[src/rtl/bcd_count_ctrl_if.sv]
// Control/status bundle between the button front end and the BCD counter.
// The master side issues requests; the slave side reports the count and state.
interface bcd_count_ctrl_if;
    logic       start;
    logic       pause;
    logic       dir;
    logic [7:0] limit;
    logic [7:0] q;
    logic [1:0] state;
    logic       busy;
    logic       done;

    modport master (
        output start, pause, dir, limit,
        input  q, state, busy, done
    );

    modport slave (
        input  start, pause, dir, limit,
        output q, state, busy, done
    );
endinterface

[src/rtl/bcd_count_ctrl.sv]
// Two-digit BCD up/down counter with prescaled step strobe and an
// IDLE/RUN/PAUSE/DONE sequencer driven by one-cycle start/pause requests.
module bcd_count_ctrl #(
    parameter int TICK_DIV = 4
) (
    input logic             clk,
    input logic             rst,
    bcd_count_ctrl_if.slave bus
);

    typedef enum logic [1:0] {
        IDLE  = 2'd0,
        RUN   = 2'd1,
        PAUSE = 2'd2,
        DONE  = 2'd3
    } state_t;

    localparam int PW = (TICK_DIV > 1) ? $clog2(TICK_DIV) : 1;
    localparam logic [PW-1:0] PMAX = PW'(TICK_DIV - 1);

    state_t        state_q, state_d;
    logic [7:0]    q_q, q_d;
    logic [PW-1:0] pre_q, pre_d;
    logic          dir_q, dir_d;
    logic [7:0]    lim_q, lim_d;
    logic          done_q, done_d;
    logic          busy_q, busy_d;

    logic [7:0]    lim_s;
    logic [7:0]    stepped;
    logic [7:0]    end_v;
    logic          advance;

    function automatic logic [3:0] clamp9(input logic [3:0] n);
        return (n > 4'd9) ? 4'd9 : n;
    endfunction

    function automatic logic [7:0] bcd_inc(input logic [7:0] v);
        if (v[3:0] == 4'd9)
            return {v[7:4] + 4'd1, 4'd0};
        return {v[7:4], v[3:0] + 4'd1};
    endfunction

    function automatic logic [7:0] bcd_dec(input logic [7:0] v);
        if (v[3:0] == 4'd0)
            return {v[7:4] - 4'd1, 4'd9};
        return {v[7:4], v[3:0] - 4'd1};
    endfunction

    always_comb begin
        state_d = state_q;
        q_d     = q_q;
        pre_d   = pre_q;
        dir_d   = dir_q;
        lim_d   = lim_q;
        done_d  = 1'b0;

        lim_s   = {clamp9(bus.limit[7:4]), clamp9(bus.limit[3:0])};
        stepped = dir_q ? bcd_dec(q_q) : bcd_inc(q_q);
        end_v   = dir_q ? 8'h00 : lim_q;

        // The pause edge that resumes counting also advances the prescaler,
        // so a pause costs exactly the cycles spent in PAUSE.
        advance = ((state_q == RUN) && !bus.pause) ||
                  ((state_q == PAUSE) && bus.pause);

        if (bus.start) begin
            dir_d = bus.dir;
            lim_d = lim_s;
            pre_d = '0;
            if (lim_s == 8'h00) begin
                q_d     = 8'h00;
                state_d = DONE;
                done_d  = 1'b1;
            end else begin
                q_d     = bus.dir ? lim_s : 8'h00;
                state_d = RUN;
            end
        end else begin
            unique case (state_q)
                RUN:     if (bus.pause) state_d = PAUSE;
                PAUSE:   if (bus.pause) state_d = RUN;
                default: ;
            endcase

            if (advance) begin
                if (pre_q == PMAX) begin
                    pre_d = '0;
                    q_d   = stepped;
                    if (stepped == end_v) begin
                        state_d = DONE;
                        done_d  = 1'b1;
                    end
                end else begin
                    pre_d = pre_q + 1'b1;
                end
            end
        end

        busy_d = (state_d == RUN) || (state_d == PAUSE);
    end

    always_ff @(posedge clk) begin
        if (rst) begin
            state_q <= IDLE;
            q_q     <= 8'h00;
            pre_q   <= '0;
            dir_q   <= 1'b0;
            lim_q   <= 8'h00;
            done_q  <= 1'b0;
            busy_q  <= 1'b0;
        end else begin
            state_q <= state_d;
            q_q     <= q_d;
            pre_q   <= pre_d;
            dir_q   <= dir_d;
            lim_q   <= lim_d;
            done_q  <= done_d;
            busy_q  <= busy_d;
        end
    end

    assign bus.q     = q_q;
    assign bus.state = state_q;
    assign bus.busy  = busy_q;
    assign bus.done  = done_q;

endmodule
[src/flat_wrapper.sv]
// flat-port wrapper written by rule: the top's interface ports become plain ports
module bcd_count_ctrl_flat 
#(
    parameter int TICK_DIV = 4
)
  (clk, rst, bus_start, bus_pause, bus_dir, bus_limit, bus_q, bus_state, bus_busy, bus_done);
  bcd_count_ctrl_if bus_i ();
  input logic clk;
  input logic rst;
  input wire logic [$bits(bus_i.start)-1:0] bus_start;
  input wire logic [$bits(bus_i.pause)-1:0] bus_pause;
  input wire logic [$bits(bus_i.dir)-1:0] bus_dir;
  input wire logic [$bits(bus_i.limit)-1:0] bus_limit;
  output wire logic [$bits(bus_i.q)-1:0] bus_q;
  output wire logic [$bits(bus_i.state)-1:0] bus_state;
  output wire logic [$bits(bus_i.busy)-1:0] bus_busy;
  output wire logic [$bits(bus_i.done)-1:0] bus_done;
  assign bus_i.start = bus_start;
  assign bus_i.pause = bus_pause;
  assign bus_i.dir = bus_dir;
  assign bus_i.limit = bus_limit;
  assign bus_q = bus_i.q;
  assign bus_state = bus_i.state;
  assign bus_busy = bus_i.busy;
  assign bus_done = bus_i.done;
  bcd_count_ctrl #(.TICK_DIV(TICK_DIV)) u_core (.clk(clk), .rst(rst), .bus(bus_i));
endmodule
[config.mk]
export PLATFORM = sky130hd
export DESIGN_NAME = bcd_count_ctrl_flat
export DESIGN_NICKNAME = d
export VERILOG_FILES = /design/src/rtl/bcd_count_ctrl_if.sv /design/src/rtl/bcd_count_ctrl.sv /design/src/flat_wrapper.sv
export SDC_FILE = /design/constraint.sdc
export NUM_CORES = 1
export LEC_CHECK = 0
export BUFFER_PORTS_ARGS = -buffer_cell sky130_fd_sc_hd__buf_2
export CORE_AREA = 4 4 69 71
export CTS_BUF_LIST = sky130_fd_sc_hd__clkbuf_8
export DETAILED_ROUTE_END_ITERATION = 6
export DIE_AREA = 0 0 73 75
export GPL_TIMING_DRIVEN = 0
export MAX_ROUTING_LAYER = met4
export PLACE_DENSITY = 0.71
export SKIP_LAST_GASP = 1
export SLEW_MARGIN = 20
export SYNTH_ARGS = -nofsm -noshare
export SYNTH_HDL_FRONTEND = slang
export SYNTH_SLANG_ARGS = --single-unit
[constraint.sdc]
create_clock -name clk -period 2 [get_ports clk]
set_input_delay 0.2 -clock clk [delete_from_list [all_inputs] [get_ports clk]]
set_output_delay 0.2 -clock clk [all_outputs]
set_load 0.01 [all_outputs]
* After elaboration in Yosys (flattened, before gate mapping)
Cells that the tools add are included.
** Cells by class
- Add/sub/neg operators :: 5
- $lt $le $gt $ge :: 2
- Equality and inequality tests :: 7
- Multiplexer cells :: 29
- Reductions and logical operators :: 11
** Operator list (number)
- $mux 8 :: 11
- $mux 2 :: 8
- $add 4x1->4 const B :: 2
- $eq 8x8->1 :: 1
- $gt 4x4->1 const B :: 2
- $logic_not 8->1 :: 1
- $mux 4 :: 2
- $sub 4x1->4 const B :: 2
- $mux 1 :: 7
- $eq 2x2->1 const B :: 3
- $eq 2x1->1 const B :: 2
- $eq 4x4->1 const B :: 1
- $logic_not 4->1 :: 1
- $pmux 2 s2 :: 1
- $reduce_bool 2->1 :: 2
- $add 2x1->2 const B :: 1
- $logic_and 1x1->1 :: 2
- $logic_or 1x1->1 :: 2
- $reduce_and 2->1 :: 1
- $reduce_or 2->1 :: 1
- $logic_not 1->1 :: 1
** Storage, ports and cells
- Register bits :: 23
- Input port bits :: 13
- Output and inout port bits :: 12
- Logic and storage cells :: 61

* Longest topological paths before layout
Gate-level depths: netlist of the first run.
- Word-level depth :: 11
- Gate-level depth with buffers :: 8
- Gate-level depth less buffers :: 7

* Least setup slack after synthesis of the first run
OpenSTA, ideal clock, no wires.
- Path type :: register to register
- Start point :: reg u_core.state_q[0] (netlist: u_core.bus.state[0])
- End point :: reg u_core.busy_q (netlist: u_core.bus.busy)
- Library setup time :: 115 ps
- Data arrival time :: 1994 ps
- Path slack :: -108 ps
- Stages on the path, launching flop included :: 7
- Path buffers :: 0
- Clock period less this slack :: 2108 ps
- Path through :: dfxtp_1 > or3b_1 > a21bo_1 > or3_4 > a2111oi_4 > a41oi_1 > o21ba_1
** On the way
- Cells in the longest elaborated chain, start to end :: 8
** RTL lines
- from (decl) :: line bcd_count_ctrl.sv:21 : state_t state_q, state_d;
- from (signal assigned) :: line bcd_count_ctrl.sv:113 : state_q <= state_d;
- $eq 2x2->1 (tied with other cells) :: line bcd_count_ctrl.sv:65, bcd_count_ctrl.sv:80
- $pmux 2 s2 :: line bcd_count_ctrl.sv:80 : unique case (state_q)
- $mux 2 :: line bcd_count_ctrl.sv:90 : if (stepped == end_v) begin
- $mux 2 :: line bcd_count_ctrl.sv:87 : if (pre_q == PMAX) begin
- $mux 2 (*) :: line bcd_count_ctrl.sv:86 : if (advance) begin
- $mux 2 (*) :: line bcd_count_ctrl.sv:67 : if (bus.start) begin
- $eq 2x1->1 or $eq 2x2->1 (tied branches) :: line bcd_count_ctrl.sv:100 : busy_d = (state_d == RUN) || (state_d == PAUSE);
- $logic_or 1x1->1 (*) :: line bcd_count_ctrl.sv:100
- to (signal assigned) :: line bcd_count_ctrl.sv:119 : busy_q <= busy_d;
- to (decl) :: line bcd_count_ctrl.sv:27 : logic busy_q, busy_d;
Mark *: on every way between the ends. The rest lies on a longest branch, timed or not.
A chain may end at the register's enable or synchronous reset.

* Worst setup path in the final report of the first run
- Start point :: reg u_core.state_q[1] (netlist: u_core.bus.state[1])
- End point :: reg u_core.busy_q (netlist: u_core.bus.busy)
The elaborated chain is that of the path after synthesis.

==> results.yml, run 1 <==
outcome:
  run_status: "finished with violations"
  violations: "negative setup slack"
synth:
  netlist-cell-type-count: 55
  postSynthRegisterBits: 23
  synth_compound_area_share_pct: 25.09
  synth-edff-count: 0
  synth-adder-area-share_pct: 2.254
  yosys_warnings: 0
  muxShareOfSynthArea_pct: 6.086
  synth_largest_type_area_fraction_pct: 27.65
  synth.net_count: 230
  dominantRegCellSynth: "dfxtp_1"
  synth_xor_area_share_pct: 5.259
  avgSynthCellArea_um2: 7.782
  cell_types_occupying_the_most_area_after_synthesis: "dfxtp_1 (28%), a21oi_1 (5.7%), mux2i_1 (5.4%), nor2_1 (4.3%), nand2_1 (4.1%)"
  post_synth_and_or_nand_nor_area_fraction_pct: 27.57
  synth.cell_area_um2: 1665
  synth_top_family_by_area: "simple AND/OR/NAND/NOR gates"
  synth_top_area_cell: "dfxtp_1"
  syn-instance-count: 214
  sequential_to_total_area_share_from_yosys_stat_pct: 27.65
  async_flop_share_pct: 0
place:
  pre_cts_ws_ns: -0.3617
  port_buffers: 24
  placed_area_um2: 1866
  place_hpwl_mm: 3.257
  dp.cells: 290
  place_congestion: 0.9165
floorplan:
  dieHeight_um: 75
  io_pins: 25
  core_area_um2: 4234
  rows: 24
  die_width_um: 73
  initial_utilization_pct: 39.33
  dieArea_um2: 5475
route:
  vias: 1696
  detailedRoute.firstIterationViolations: 231
  route.antenna.remaining_nets: 0
  post-route-drc-count: 0
  drtPass1Iterations: 4
  wirelength_per_cell_um: 15.62
  number_of_vias_per_cell_after_detailed_routing: 5.691
  finalWirelength_mm: 4.656
global_route:
  globalRouteOverflowTotal: 0
  first_pass_grt_wire_length_mm: 7.348
  grt_start_max_net_pins: 14
  antenna_violations_before_repair: 0
  groute.usage.overall_pct: 17.77
  first_global_vias: 1520
power_and_ir_drop:
  p_leak_nw: 0.8537
  finalPower_mw: 1.088
  power.ir.vdd_worst_uv: 403.9
  power_per_cell_area_nw_per_um2: 522.8
sta:
  timing_hold_violations_final: 0
  post-route-worst-setup-slack_ns: -0.06661
  setup_viol: 3
  worst_slew_margin_rel_pct: 66.69
  hold_slack_ns: 0.1804
  final_min_period_over_clock_period_pct: 103.3
  slew_violations: 0
  finalSetupTns_ns: -0.1138
  period_minus_slack_ns: 2.067
  max_freq_ghz: 0.4839
  grt_setup_unrepaired: "yes"
  worst_clock_skew_on_the_final_layout_ns: 0.004685
  worst_slew_pin_slew_ns: 0.4997
cts:
  cts_hold_repair.buffers: 0
  path_clk_slew_ns: 0.08
  tritoncts.num_buffers: 3
  tritoncts: "built"
  clk_root_buffer_cell: "clkbuf_8"
  cts_num_sinks: 23
  clk_path_buf_depth: 2
  clk_latency_ns: 0.27
  cts_htree_levels: 1
worst_setup_path:
  worst_setup_path_end_kind: "flip-flop"
  cp_data_required_time_ns: 2.17
  crit_fanout: 6
  arrival_ns: 2.24
  timing.setup.critical_path_class: "flip-flop to flip-flop"
  startpoint_type: "flip-flop"
finish:
  postLayoutCellArea_um2: 2081
  number_of_diodes: 0
  fill_cells: 415
  area.growth.synth_to_final_pct: 24.94
  drive_gt1_share_pct: 30.08
  design.final.nets: 263
  layoutNonFillerInstCount: 298
  finish.utilization_pct: 49.14
hold_path:
  hold_path_class: "primary input to flip-flop"
job:
  drv.max_cap_violation_count: 0
## synth_stat cells, types with 2 or more instances
master	number
dfxtp_1	23
o22ai_1	2
ha_1	3
nor3b_1	3
nor2b_1	5
a31oi_1	2
or3_1	4
buf_2	3
nor3_1	6
buf_1	2
mux2i_1	9
a211oi_1	5
nand3_1	4
nor2_1	19
and3b_1	3
inv_1	8
nand2_1	18
o21ai_0	10
xnor2_1	7
clkbuf_1	9
or4_1	2
a21oi_1	19
nor4b_1	2
nand3b_1	2
a41oi_1	2
o41ai_1	2
or2_2	4
and3_1	2
xor2_1	3
a221oi_1	2
nand2b_1	5
## sequential cells by signal, indices dropped and copies added (netlist names)
signal,cells
u_core.bus.done,1
u_core.lim_q,8
u_core.pre_q,2
u_core.bus.busy,1
u_core.bus.state,2
u_core.dir_q,1
u_core.bus.q,8
## report_power, final
part           switching [mW]  internal [mW]
clock network           0.152          0.139
registers              0.0299          0.481
logic                   0.162          0.124
total                   0.343          0.745
## critical path, stage by stage, from the launching register on
cell	delay [ns]
dfxtp_2	0.36
or3b_4	0.38
a21bo_1	0.21
or3_4	0.41
a2111oi_4	0.24
a41oi_2	0.18
o21ba_1	0.20
## logic make-up (layout without fill, tap and decap cells)
family | count (synthesis) | count (layout)
AOI/OAI and AO/OA | 59 | 59
xor gates and xnor gates | 10 | 10
adders and majority gates | 3 | 3
buffers and inverters | 24 | 56
DFF | 23 | 23
muxes | 10 | 10
and+or+nand+nor | 85 | 85
## layer usage
metal,wire length [µm],vias to the layer above,global-route usage [%]
li1,-,843,-
met1,2102,783,22.87
met2,2193,61,27.51
met3,250,9,3.204
met4,109,0,7.172
met5,0,-,-
## placed cells by master (no fill, tap or decap), drive strengths merged, types with 2 or more instances in the layout
cell type   n
or4         2
nand2b      5
xnor2       7
a221oi      2
a211oi      5
a41oi       2
nor4b       2
o21ai      11
clkbuf      9
and3        2
ha          3
buf        37
a31oi       2
nor3b       3
a21oi      19
xor2        3
o41ai       2
o22ai       2
nor3        6
or2         4
or3         5
mux2i       9
nor2b       5
dfxtp      23
nor2       20
and3b       3
nand3       4
inv         8
nand2      18
nand3b      2
## worst paths after layout
check / from / to / slack (ns) / cells past startpoint
min: rst / u_core.bus.q[5]$_SDFFE_PP0P_ / 0.18 / 2
max reg2reg: u_core.bus.state[1]$_SDFF_PP0_ / u_core.bus.busy$_SDFF_PP0_ / -0.07 / 6
min reg2reg: u_core.lim_q[5]$_SDFFE_PP0P_ / u_core.lim_q[5]$_SDFFE_PP0P_ / 0.50 / 2
max: u_core.bus.state[1]$_SDFF_PP0_ / u_core.bus.busy$_SDFF_PP0_ / -0.07 / 6
## layout make-up
class / instances / area [µm²] / area share (%)
well taps: 52 / 65.06 / 3.127
inverters: 9 / 37.54 / 1.804
clock buffers: 3 / 41.29 / 1.984
clock inverters: 1 / 5.005 / 0.2405
repair buffers: 29 / 157.7 / 7.577
flip-flops and latches: 23 / 474.2 / 22.79
multi-input cells: 167 / 1217 / 58.51
plain buffers: 14 / 82.58 / 3.969
## what timing repair did
item,in CTS,in global routing
setup endpoints to repair,4,6
buffers inserted,4,1
resized for setup,14,30
pin swaps,5,5
(Power assumes the default switching activity.)
==> inputs of run 2 (changes only) <==
--- a/config.mk
+++ b/config.mk
@@ -13,6 +13,7 @@
 export GPL_TIMING_DRIVEN = 0
 export MAX_ROUTING_LAYER = met4
 export PLACE_DENSITY = 0.71
+export SKIP_CTS_REPAIR_TIMING = 1
 export SKIP_LAST_GASP = 1
 export SLEW_MARGIN = 20
 export SYNTH_ARGS = -nofsm -noshare
==> run 2 against run 1 <==
  * Global-route usage is 1.1 points lower
  * Critical path type unchanged
  * Largest cell class unchanged
  * Final area is 2.7% lower
  * Maximum frequency is 2.1% lower
  * Highest routed layer unchanged
  * The run still ends with negative setup slack left
==> results.yml, run 2 (synthesis results as in run 1) <==
sta:
  max_freq_ghz: 0.4738
  worst_slew_pin_slew_ns: 0.5592
  slew_violations: 0
  hold_slack_ns: 0.1850
  worst_clock_skew_on_the_final_layout_ns: 0.001441
  timing_hold_violations_final: 0
  worst_slew_margin_rel_pct: 62.72
  post-route-worst-setup-slack_ns: -0.1105
  setup_viol: 3
  final_min_period_over_clock_period_pct: 105.5
  period_minus_slack_ns: 2.111
  finalSetupTns_ns: -0.2133
  grt_setup_unrepaired: "yes"
power_and_ir_drop:
  switching_power_uw: 334.5
  power.clock.fraction_pct: 27.3
  power.share.switching_pct: 31.10
  combinationalPowerShare_pct: 25.2
  power_per_cell_area_nw_per_um2: 531.2
  p_leak_nw: 0.8175
  internal_power_uw: 740.9
  seq_power_share_pct: 47.6
  power.ir.vdd_worst_uv: 401.6
finish:
  final-seq-area_um2: 474.2
  fill_cells: 422
  area.growth.synth_to_final_pct: 21.56
  final_cell_mix: "buf_2 (26), nor2_1 (19), a21oi_1 (18), nand2_1 (18), dfxtp_1 (16)"
  design.final.nets: 262
  number_of_diodes: 0
  layout.cells.most_common: "buf_2"
  multi_input_comb_area_um2: 1175
  drive_gt1_share_pct: 27.76
job:
  drv.max_cap_violation_count: 0
worst_setup_path:
  critPathBufInv: 1
  worst_setup_path_end_kind: "flip-flop"
  worst_path_max_delay_cell: "or4_4"
  worstSetupStartpoint: "u_core.bus.state[1]$_SDFF_PP0_"
  arrival_ns: 2.29
  timing.reg2reg.worst_path_depth: 7
  crit_cells: 7
  startpoint_type: "flip-flop"
  timing.setup.critical_path_class: "flip-flop to flip-flop"
  r2r-start: "u_core.bus.state[1]$_SDFF_PP0_"
  critical_path_cell_list: "or3b_4, a21bo_1, buf_6, or4_4, a21oi_2, nor3_1, a211oi_1"
  crit_fanout: 10
  worst_path_dominant_cell_family: "simple AND/OR/NAND/NOR gates"
  cp_data_required_time_ns: 2.18
  crit_path_max_incr_delay_ns: 0.49
global_route:
  groute.usage.overall_pct: 16.68
  first_global_vias: 1453
  globalRouteOverflowTotal: 0
  antenna_violations_before_repair: 0
  grt_start_max_net_pins: 14
  first_pass_grt_wire_length_mm: 6.962
floorplan:
  die_width_um: 73
  core_area_um2: 4234
  io_pins: 25
  dieArea_um2: 5475
  rows: 24
  dieHeight_um: 75
  initial_utilization_pct: 39.33
route:
  wirelength_per_cell_um: 14.84
  route.antenna.remaining_nets: 0
  vias: 1685
  post-route-drc-count: 0
  number_of_vias_per_cell_after_detailed_routing: 5.673
  drtPass1Iterations: 4
  finalWirelength_mm: 4.406
  detailedRoute.firstIterationViolations: 192
outcome:
  run_status: "finished with violations"
  violations: "negative setup slack"
cts:
  clk_root_buffer_cell: "clkbuf_8"
  clk_path_buf_depth: 2
  clk_latency_ns: 0.27
  cts_num_sinks: 23
  path_clk_slew_ns: 0.08
  tritoncts.num_buffers: 3
  cts_htree_levels: 1
  tritoncts: "built"
place:
  place_congestion: 0.9165
  place_hpwl_mm: 3.257
  port_buffers: 24
hold_path:
  hold_path_class: "primary input to flip-flop"
  timing.hold.worst_path_depth: 2
  hold_path.startpoint: "rst"
-- run 2: worst reg2reg max path: cells and delay by family, from the launching register on --
family | cells | cell delay (ns)
AOI/OAI and AO/OA | 3 | 0.58
buffers and inverters | 1 | 0.15
DFF | 1 | 0.36
and+or+nand+nor | 3 | 0.94
-- run 2: routing by layer --
layer / vias up / global-route usage [%] / share of wire [%]
met3: 5 / 2.270 / 6.4
met2: 61 / 24.83 / 47
met1: 782 / 22.95 / 46
met4: 0 / 6.148 / 1.3
li1: 837 / - / -
met5: - / - / 0
-- run 2: final cells by class --
class	instances	share of cell area (%)
sequential	23	23.42
tap	52	3.214
timing repair buffer	29	7.787
inverter	9	1.854
multi-input combinational	167	58.03
clock inverter	1	0.2472
clock buffer	3	2.040
buffer	13	3.399
-- run 2: power groups by stage --
stage / sequential (mW) / clock [mW] / combinational (mW)
after global placement: 0.514 / 0 / 0.243
after CTS: 0.504 / 0.299 / 0.246
after detailed placement: 0.515 / 0 / 0.245
after global routing: 0.515 / 0.313 / 0.299
final: 0.511 / 0.293 / 0.271
after floorplan: 0.514 / 0 / 0.170
-- run 2: path summary, 6_finish.rpt --
kind                                                     end  slack, ns
worst max-delay path            u_core.bus.q[3]$_SDFFE_PP0P_      -0.11
worst min-delay path            u_core.bus.q[5]$_SDFFE_PP0P_       0.19
worst max register to register  u_core.bus.q[3]$_SDFFE_PP0P_      -0.11
worst min register to register  u_core.lim_q[5]$_SDFFE_PP0P_       0.50
-- run 2: through the flow --
stage | cells | worst slack, ns | area, µm² | util (%) | power [mW]
3_5_place_dp | 290 | -0.3617 | 1866 | 44.06 | 0.7604
4_1_cts | 294 | -0.3788 | 1912 | 45.15 | 1.049
2_1_floorplan | 214 | 0.009414 | 1680 | - | 0.6836
5_1_grt | 297 | -0.1695 | 2024 | 47.81 | 1.126
6_report | 297 | -0.1105 | 2024 | 47.81 | 1.075
3_3_place_gp | 290 | -0.3445 | 1866 | 44.06 | 0.7566
